===== config.mk =====
export PLATFORM = sky130hd
export DESIGN_NAME = restoring_divider_4bit
export DESIGN_NICKNAME = d
export VERILOG_FILES = /design/src/rtl/restoring_divider_4bit.sv
export SDC_FILE = /design/constraint.sdc
export NUM_CORES = 1
export LEC_CHECK = 0
export CAP_MARGIN = 15
export CORE_MARGIN = 3
export CORE_UTILIZATION = 55
export CTS_CLUSTER_DIAMETER = 120
export DETAILED_ROUTE_END_ITERATION = 8
export PLACE_DENSITY = 0.82
export SLEW_MARGIN = 20
export SYNTH_ARGS = -nofsm -noshare
export SYNTH_HDL_FRONTEND = slang
export SYNTH_SLANG_ARGS = --single-unit

===== constraint.sdc =====
create_clock -name clk -period 2.8 [get_ports clk]
set_input_delay 0.28 -clock clk [delete_from_list [all_inputs] [get_ports clk]]
set_output_delay 0.28 -clock clk [all_outputs]
set_load 0.02 [all_outputs]

===== src/rtl/restoring_divider_4bit.sv =====
// Sequential unsigned restoring divider: one quotient bit per clock through
// trial subtraction, with a start/busy/done handshake and divide-by-zero flag.
module restoring_divider_4bit #(
  parameter int WIDTH = 4
) (
  input  logic             clk,
  input  logic             reset,
  input  logic             start,
  input  logic [WIDTH-1:0] dividend,
  input  logic [WIDTH-1:0] divisor,
  output logic [WIDTH-1:0] quotient,
  output logic [WIDTH-1:0] remainder,
  output logic             busy,
  output logic             done,
  output logic             div_by_zero
);

  localparam int CW = (WIDTH > 1) ? $clog2(WIDTH) : 1;
  localparam logic [CW-1:0] LAST_COUNT = CW'(WIDTH - 1);

  typedef enum logic [1:0] {
    ST_IDLE,
    ST_RUN,
    ST_DONE
  } state_t;

  state_t           state_q;
  logic [WIDTH-1:0] r_q;
  logic [WIDTH-1:0] q_q;
  logic [WIDTH-1:0] d_q;
  logic [CW-1:0]    count_q;
  logic [WIDTH-1:0] quotient_q;
  logic [WIDTH-1:0] remainder_q;
  logic             busy_q;
  logic             done_q;
  logic             dbz_q;

  logic [WIDTH:0]   shifted_r;
  logic             trial_ok;
  logic [WIDTH-1:0] trial_low;
  logic [WIDTH-1:0] r_d;
  logic [WIDTH-1:0] q_d;

  // The partial remainder is always below D, so only the shifted value needs
  // the extra bit; a successful trial result fits back into WIDTH bits.
  always_comb begin
    shifted_r = {r_q, q_q[WIDTH-1]};
    trial_ok  = (shifted_r >= {1'b0, d_q});
    trial_low = shifted_r[WIDTH-1:0] - d_q;
    r_d       = trial_ok ? trial_low : shifted_r[WIDTH-1:0];
    q_d       = {q_q[WIDTH-2:0], trial_ok};
  end

  always_ff @(posedge clk) begin
    if (reset) begin
      state_q     <= ST_IDLE;
      r_q         <= '0;
      q_q         <= '0;
      d_q         <= '0;
      count_q     <= '0;
      quotient_q  <= '0;
      remainder_q <= '0;
      busy_q      <= 1'b0;
      done_q      <= 1'b0;
      dbz_q       <= 1'b0;
    end else begin
      done_q <= 1'b0;
      case (state_q)
        ST_RUN: begin
          r_q     <= r_d;
          q_q     <= q_d;
          count_q <= count_q + CW'(1);
          if (count_q == LAST_COUNT) begin
            state_q     <= ST_DONE;
            quotient_q  <= q_d;
            remainder_q <= r_d;
            dbz_q       <= 1'b0;
            busy_q      <= 1'b0;
            done_q      <= 1'b1;
          end
        end
        default: begin
          // IDLE and DONE both accept a new request, giving back-to-back issue.
          busy_q  <= 1'b0;
          state_q <= ST_IDLE;
          if (start) begin
            d_q     <= divisor;
            q_q     <= dividend;
            r_q     <= '0;
            count_q <= '0;
            if (divisor == '0) begin
              state_q     <= ST_DONE;
              quotient_q  <= '1;
              remainder_q <= dividend;
              dbz_q       <= 1'b1;
              done_q      <= 1'b1;
            end else begin
              state_q <= ST_RUN;
              busy_q  <= 1'b1;
            end
          end
        end
      endcase
    end
  end

  assign quotient    = quotient_q;
  assign remainder   = remainder_q;
  assign busy        = busy_q;
  assign done        = done_q;
  assign div_by_zero = dbz_q;

endmodule

# Word level (Yosys, flattened, before mapping)
# Cells that the tools add are included.
[word_totals]
reg_bits = 27
latchBits = 0
mem_bits_rw = 0
rom_bits = 0
in_bits = 11
output_inout_bits = 11
n_memories = 0
[op_classes]
add_sub_neg = 2
mul = 0
n_div = 0
order_cmp = 1
n_eq_ne = 3
shifts = 0
n_mux = 30
bitwise = 1
reduce_logical = 5
[ops]
columns = ["operator", "n"]
rows = [
  ["4-bit 2-to-1 mux", 13],
  ["2-bit 2-to-1 mux", 6],
  ["1-bit 2-to-1 mux", 11],
  ["5-bit by 4-bit greater-or-equal comparator with 1-bit output", 1],
  ["4-bit zero test", 1],
  ["2-bit nonzero test", 2],
  ["4-bit subtractor", 1],
  ["3-bit AND reduction", 1],
  ["2-bit by 1-bit adder with 2-bit output, second input constant", 1],
  ["2-bit by 1-bit equality test with 1-bit output, second input constant", 1],
  ["2-bit equality test, second input constant", 1],
  ["2-bit inequality test, second input constant", 1],
  ["2-bit AND reduction", 1],
  ["1-bit NOT", 1],
]

# Depth between registers and ports, before layout
[logic_depth]
ltp_word = 4
depth_mapped = 7
ltp_nobuf = 7

# Least setup slack after synthesis
# OpenSTA, ideal clock, no wires.
[synth_path]
path_type = "reg2reg"
from = "register d_q[2]"
to = "register remainder_q[0], in the netlist remainder[0]"
setup_time_ns = 0.091
arrival_ns = 1.641
required_time_ns = 2.709
path_slack_ns = 1.068
stages_incl_launch_ff = 7
path_cell_list = "dfxtp_1 -> inv_1 -> ha_1 -> o21ai_0 -> and2_2 -> or4_1 -> a311oi_1"
[synth_via]
elab_chain_len = 4
[synth_lines]
columns = ["element", "line", "source"]
rows = [
  ["start, declared", "30", "logic [WIDTH-1:0] d_q;"],
  ["start signal, assigned", "87", "d_q <= divisor;"],
  ["5-bit by 4-bit greater-or-equal comparator with 1-bit output", "48", "trial_ok = (shifted_r >= {1'b0, d_q});"],
  ["4-bit 2-to-1 mux", "50", "r_d = trial_ok ? trial_low : shifted_r[WIDTH-1:0];"],
  ["4-bit 2-to-1 mux", "73", "if (count_q == LAST_COUNT) begin"],
  ["4-bit 2-to-1 mux", "68", "case (state_q)"],
  ["end signal, assigned", "76", "remainder_q <= r_d;"],
  ["end signal, assigned", "94", "remainder_q <= dividend;"],
  ["end, declared", "33", "logic [WIDTH-1:0] remainder_q;"],
]
# No other way between the ends. The select of a mux whose other input is x is not followed.
# A chain may end at the register's enable or synchronous reset.

# Worst setup path after layout
[layout_path]
from = "register q_q[3]"
to = "register remainder_q[0], in the netlist remainder[0]"
[layout_via]
elab_chain_len = 4
[layout_lines]
columns = ["element", "line", "source"]
rows = [
  ["start, declared", "29", "logic [WIDTH-1:0] q_q;"],
  ["start signal, assigned", "71", "q_q <= q_d;"],
  ["start signal, assigned", "88", "q_q <= dividend;"],
  ["4-bit subtractor / 5-bit by 4-bit greater-or-equal comparator with 1-bit output (equally long branches)", "49, 48", ""],
  ["4-bit 2-to-1 mux *", "50", ""],
  ["4-bit 2-to-1 mux *", "73", ""],
  ["4-bit 2-to-1 mux *", "68", ""],
]
# Every way passes the cells marked *; elsewhere a longest branch is shown, timed or not. The select of a mux whose other input is x is not followed.

==> out/qor.log <==
INFO  worst_setup_path r2r_slack=0.86ns
INFO  synth          post_synth_num_cell_types=37
INFO  floorplan      core=2080squm
INFO  placement      portBuffers=21
INFO  worst_setup_path critPathMaxStageDelay=0.53ns
INFO  floorplan      die_area=2950squm
INFO  worst_setup_path cp_cell_sequence=inv_1, ha_1, nand2b_1, a211oi_2, or4_1, a311oi_1
INFO  clock_tree     cts_repair_resize_count=0
INFO  sta            finalSetupViolCount=0
INFO  floorplan      initial_core_util=0.617
INFO  clock_tree     h-tree-depth=1
INFO  power          power_leakage=0.541nW
INFO  cells_and_area fillers=165
INFO  placement      dp_hpwl=2090microns
INFO  worst_setup_path critical_path.max_fanout=5
INFO  sta            timing_hold_violations_final=0
INFO  clock_tree     cts_root_buffer=clkbuf_4
INFO  synth          yosys_warnings=0
INFO  min_path       timing.hold.worst_endpoint=d_q[2]
INFO  outcome        status=finished, final reports clean
INFO  global_routing grt_pass1_vias=1016
INFO  synth          dominantRegCellSynth=dfxtp_1
INFO  synth          synthDominantAreaCellType=dfxtp_1
INFO  synth          synth_sequential_area_ratio=0.405
INFO  drt            wire_per_inst=14.4microns
INFO  sta            achievable-frequency=516MHz
INFO  clock_tree     cts_post_setup_buffers_inserted=0
INFO  clock_tree     worstSkewPairLatency=0.32ns
INFO  sta            grt_setup_unrepaired=no
INFO  sta            post-route-period-util=0.693
INFO  worst_setup_path rr_startpoint=q_q[3]
INFO  global_routing antenna_found_initial=0
INFO  power          worst_ir_drop_vdd=0.343mV
INFO  clock_tree     cts_buffer_depth=2
INFO  clock_tree     clk_transition_reported_paths=0.13ns
INFO  worst_setup_path cp.required=3.03ns
INFO  global_routing grt_usage=0.216
INFO  drt            drt-vias-per-instance=5.99
INFO  placement      place_worst_setup_slack=0.632ns
INFO  sta            worst_pin_slew=0.903ns
INFO  worst_setup_path start_kind=flip-flop
INFO  worst_setup_path worstReg2RegEnd=remainder[0]
INFO  drt            drtPass1Iterations=4
INFO  power          power_per_cell_area=471nW/um^2
INFO  cells_and_area synthToLayoutAreaGrowth=17.5%
INFO  worst_setup_path worst_r2r_path_depth=6
INFO  synth          synth_enable_flop_cells=0
INFO  sta            finalCriticalPeriod=1.94ns
INFO  worst_setup_path worstSetupPathType=flip-flop to flip-flop
INFO  sta            timing.setup.tns=0ns
INFO  sta            clock_skew=0.00329ns
INFO  worst_setup_path cell_type_of_the_slowest_stage_on_the_worst_timing_path=or4_1
INFO  placement      gp_congestion=0.874
INFO  sta            slew_viol_final=0
INFO  global_routing overflow=0
INFO  synth          post_synthesis_net_count=161
INFO  drt            number_of_remaining_drc_errors=0
INFO  clock_tree     ctsHoldBuffers=0
INFO  synth          synth_top_cell_area_share=0.405
INFO  synth          synth.top_cells.by_area=dfxtp_1, nor2_1, ha_1
INFO  min_path       timing.hold.worst.start=d_q[2]
INFO  worst_setup_path crit_arrival=2.17ns
INFO  sta            final.hold.worst_slack=0.471ns
INFO  sta            maxSlewHeadroom=0.396
INFO  cells_and_area n_antenna_cell=0
INFO  placement      dpl.cell_count=186
INFO  drt            route.final.wire_length=2710microns
INFO  drt            via_count=1132
INFO  drt            ant_nets=0
INFO  run            max_cap_violations=0
INFO  global_routing grt_start_max_net_pins=27
INFO  sta            setup_slack=0.860ns
INFO  cells_and_area finish.cell_count_without_fillers=189
INFO  min_path       hold-path-cell-count=2
INFO  floorplan      dieWidth=54.3microns
INFO  synth          synthCells=144
INFO  power          total_power=0.712mW
INFO  synth          postSynth.asyncResetShare=0
INFO  floorplan      chipHeight=54.3microns
INFO  global_routing first_pass_grt_wire_length=4470microns
INFO  synth          synth_area_per_cell=8.92squm
INFO  cells_and_area drive_gt1_frac=0.0679
INFO  synth          yosys_register_bits=26
INFO  drt            detail_route.iter0.violations=28
INFO  worst_setup_path crit_path_end_kind=flip-flop
INFO  clock_tree     clock_tree_from_tritoncts=done
INFO  min_path       hold_path.class=flip-flop to flip-flop
INFO  floorplan      fp-row-count=16
INFO  synth          synthesis.area=1280squm
INFO  cells_and_area total_number_of_nets_in_the_final_design=181
INFO  floorplan      num_io_pins=22
INFO  clock_tree     cts_made_buffers=3
INFO  clock_tree     clock_sink_total=26
state kept, by name (all words and copies together), names as in the netlist:
name and count:
done 1, div_by_zero 1, q_q 4, remainder 4, d_q 4, r_q 4, state_q 2, count_q 2
quotient 4
area by class of cell:
class	count	area [sq um]	share of cell area
multi-input combinational	103	682	0.452
sequential	26	520	0.345
timing repair buffer	23	225	0.149
tap	27	33.8	0.0224
inverter	7	26.3	0.0174
clock buffer	3	22.5	0.0149
layer usage:
metal | part of all wire | track usage
met1 | 0.43 | 0.251
met2 | 0.50 | 0.365
met3 | 0.048 | 0.0518
met4 | 0.020 | 0.112
met5 | 0 | 0
power breakdown:
| group | internal, mW | switching [mW] |
|---|---|---|
| clock network | 0.0505 | 0.106 |
| logic | 0.0668 | 0.0873 |
| registers | 0.389 | 0.0127 |
| total | 0.506 | 0.206 |
cell usage after synthesis, types with 3 or more instances:
library cell   n
dfxtp_1       26
nor2_1        20
a21oi_1       12
nand2_1       11
a211oi_1       7
inv_1          7
a311oi_1       6
ha_1           5
nand3_1        5
mux2i_1        4
o211ai_1       4
a31oi_1        3
buf_6          3
clkbuf_1       3
nor3_1         3
critical path, delay by kind of cell, from the launching register on:
family	cells	cell delay, ns
simple gates	2	0.70
flops	1	0.40
compound gates	2	0.40
fa+ha+maj	1	0.29
buf+inv	1	0.06
through the flow:
stage	util	area, sq um
finish	0.725	1510
CTS	0.725	1510
global route	0.725	1510
detailed placement	0.715	1490
global placement	0.715	1490
floorplan	-	1280
worst max path at each step:
| stage | start | to | depth (start not counted) |
|---|---|---|---|
| after floorplan | d_q[2] | remainder[0] | 6 |
| after global placement | divisor[3] | remainder[1] | 5 |
| after detailed placement | divisor[3] | remainder[1] | 5 |
| after CTS | q_q[3] | remainder[0] | 6 |
| after global routing | q_q[3] | r_q[3] | 6 |
| final | q_q[3] | remainder[0] | 6 |
cells in the final DEF, fill, tap and decap left out, drive strengths merged, types with 5 or more instances in the layout:
master	instances
a211oi	8
a21oi	12
a311oi	6
clkdlybuf4s50	21
dfxtp	26
ha	5
inv	7
nand2	11
nand3	5
nor2	20
logic make-up after synthesis:
| family | after synthesis | share of synthesized area |
|---|---|---|
| flip-flops | 26 | 0.405 |
| AND/OR/NAND/NOR | 51 | 0.194 |
| multiplexers | 4 | 0.0312 |
| adder cells (fa/ha/maj) | 6 | 0.0643 |
| AO/OA/AOI/OAI | 41 | 0.235 |
| buffers and inverters | 15 | 0.0643 |
| XOR/XNOR | 1 | 0.00682 |
(Power assumes the default switching activity.)
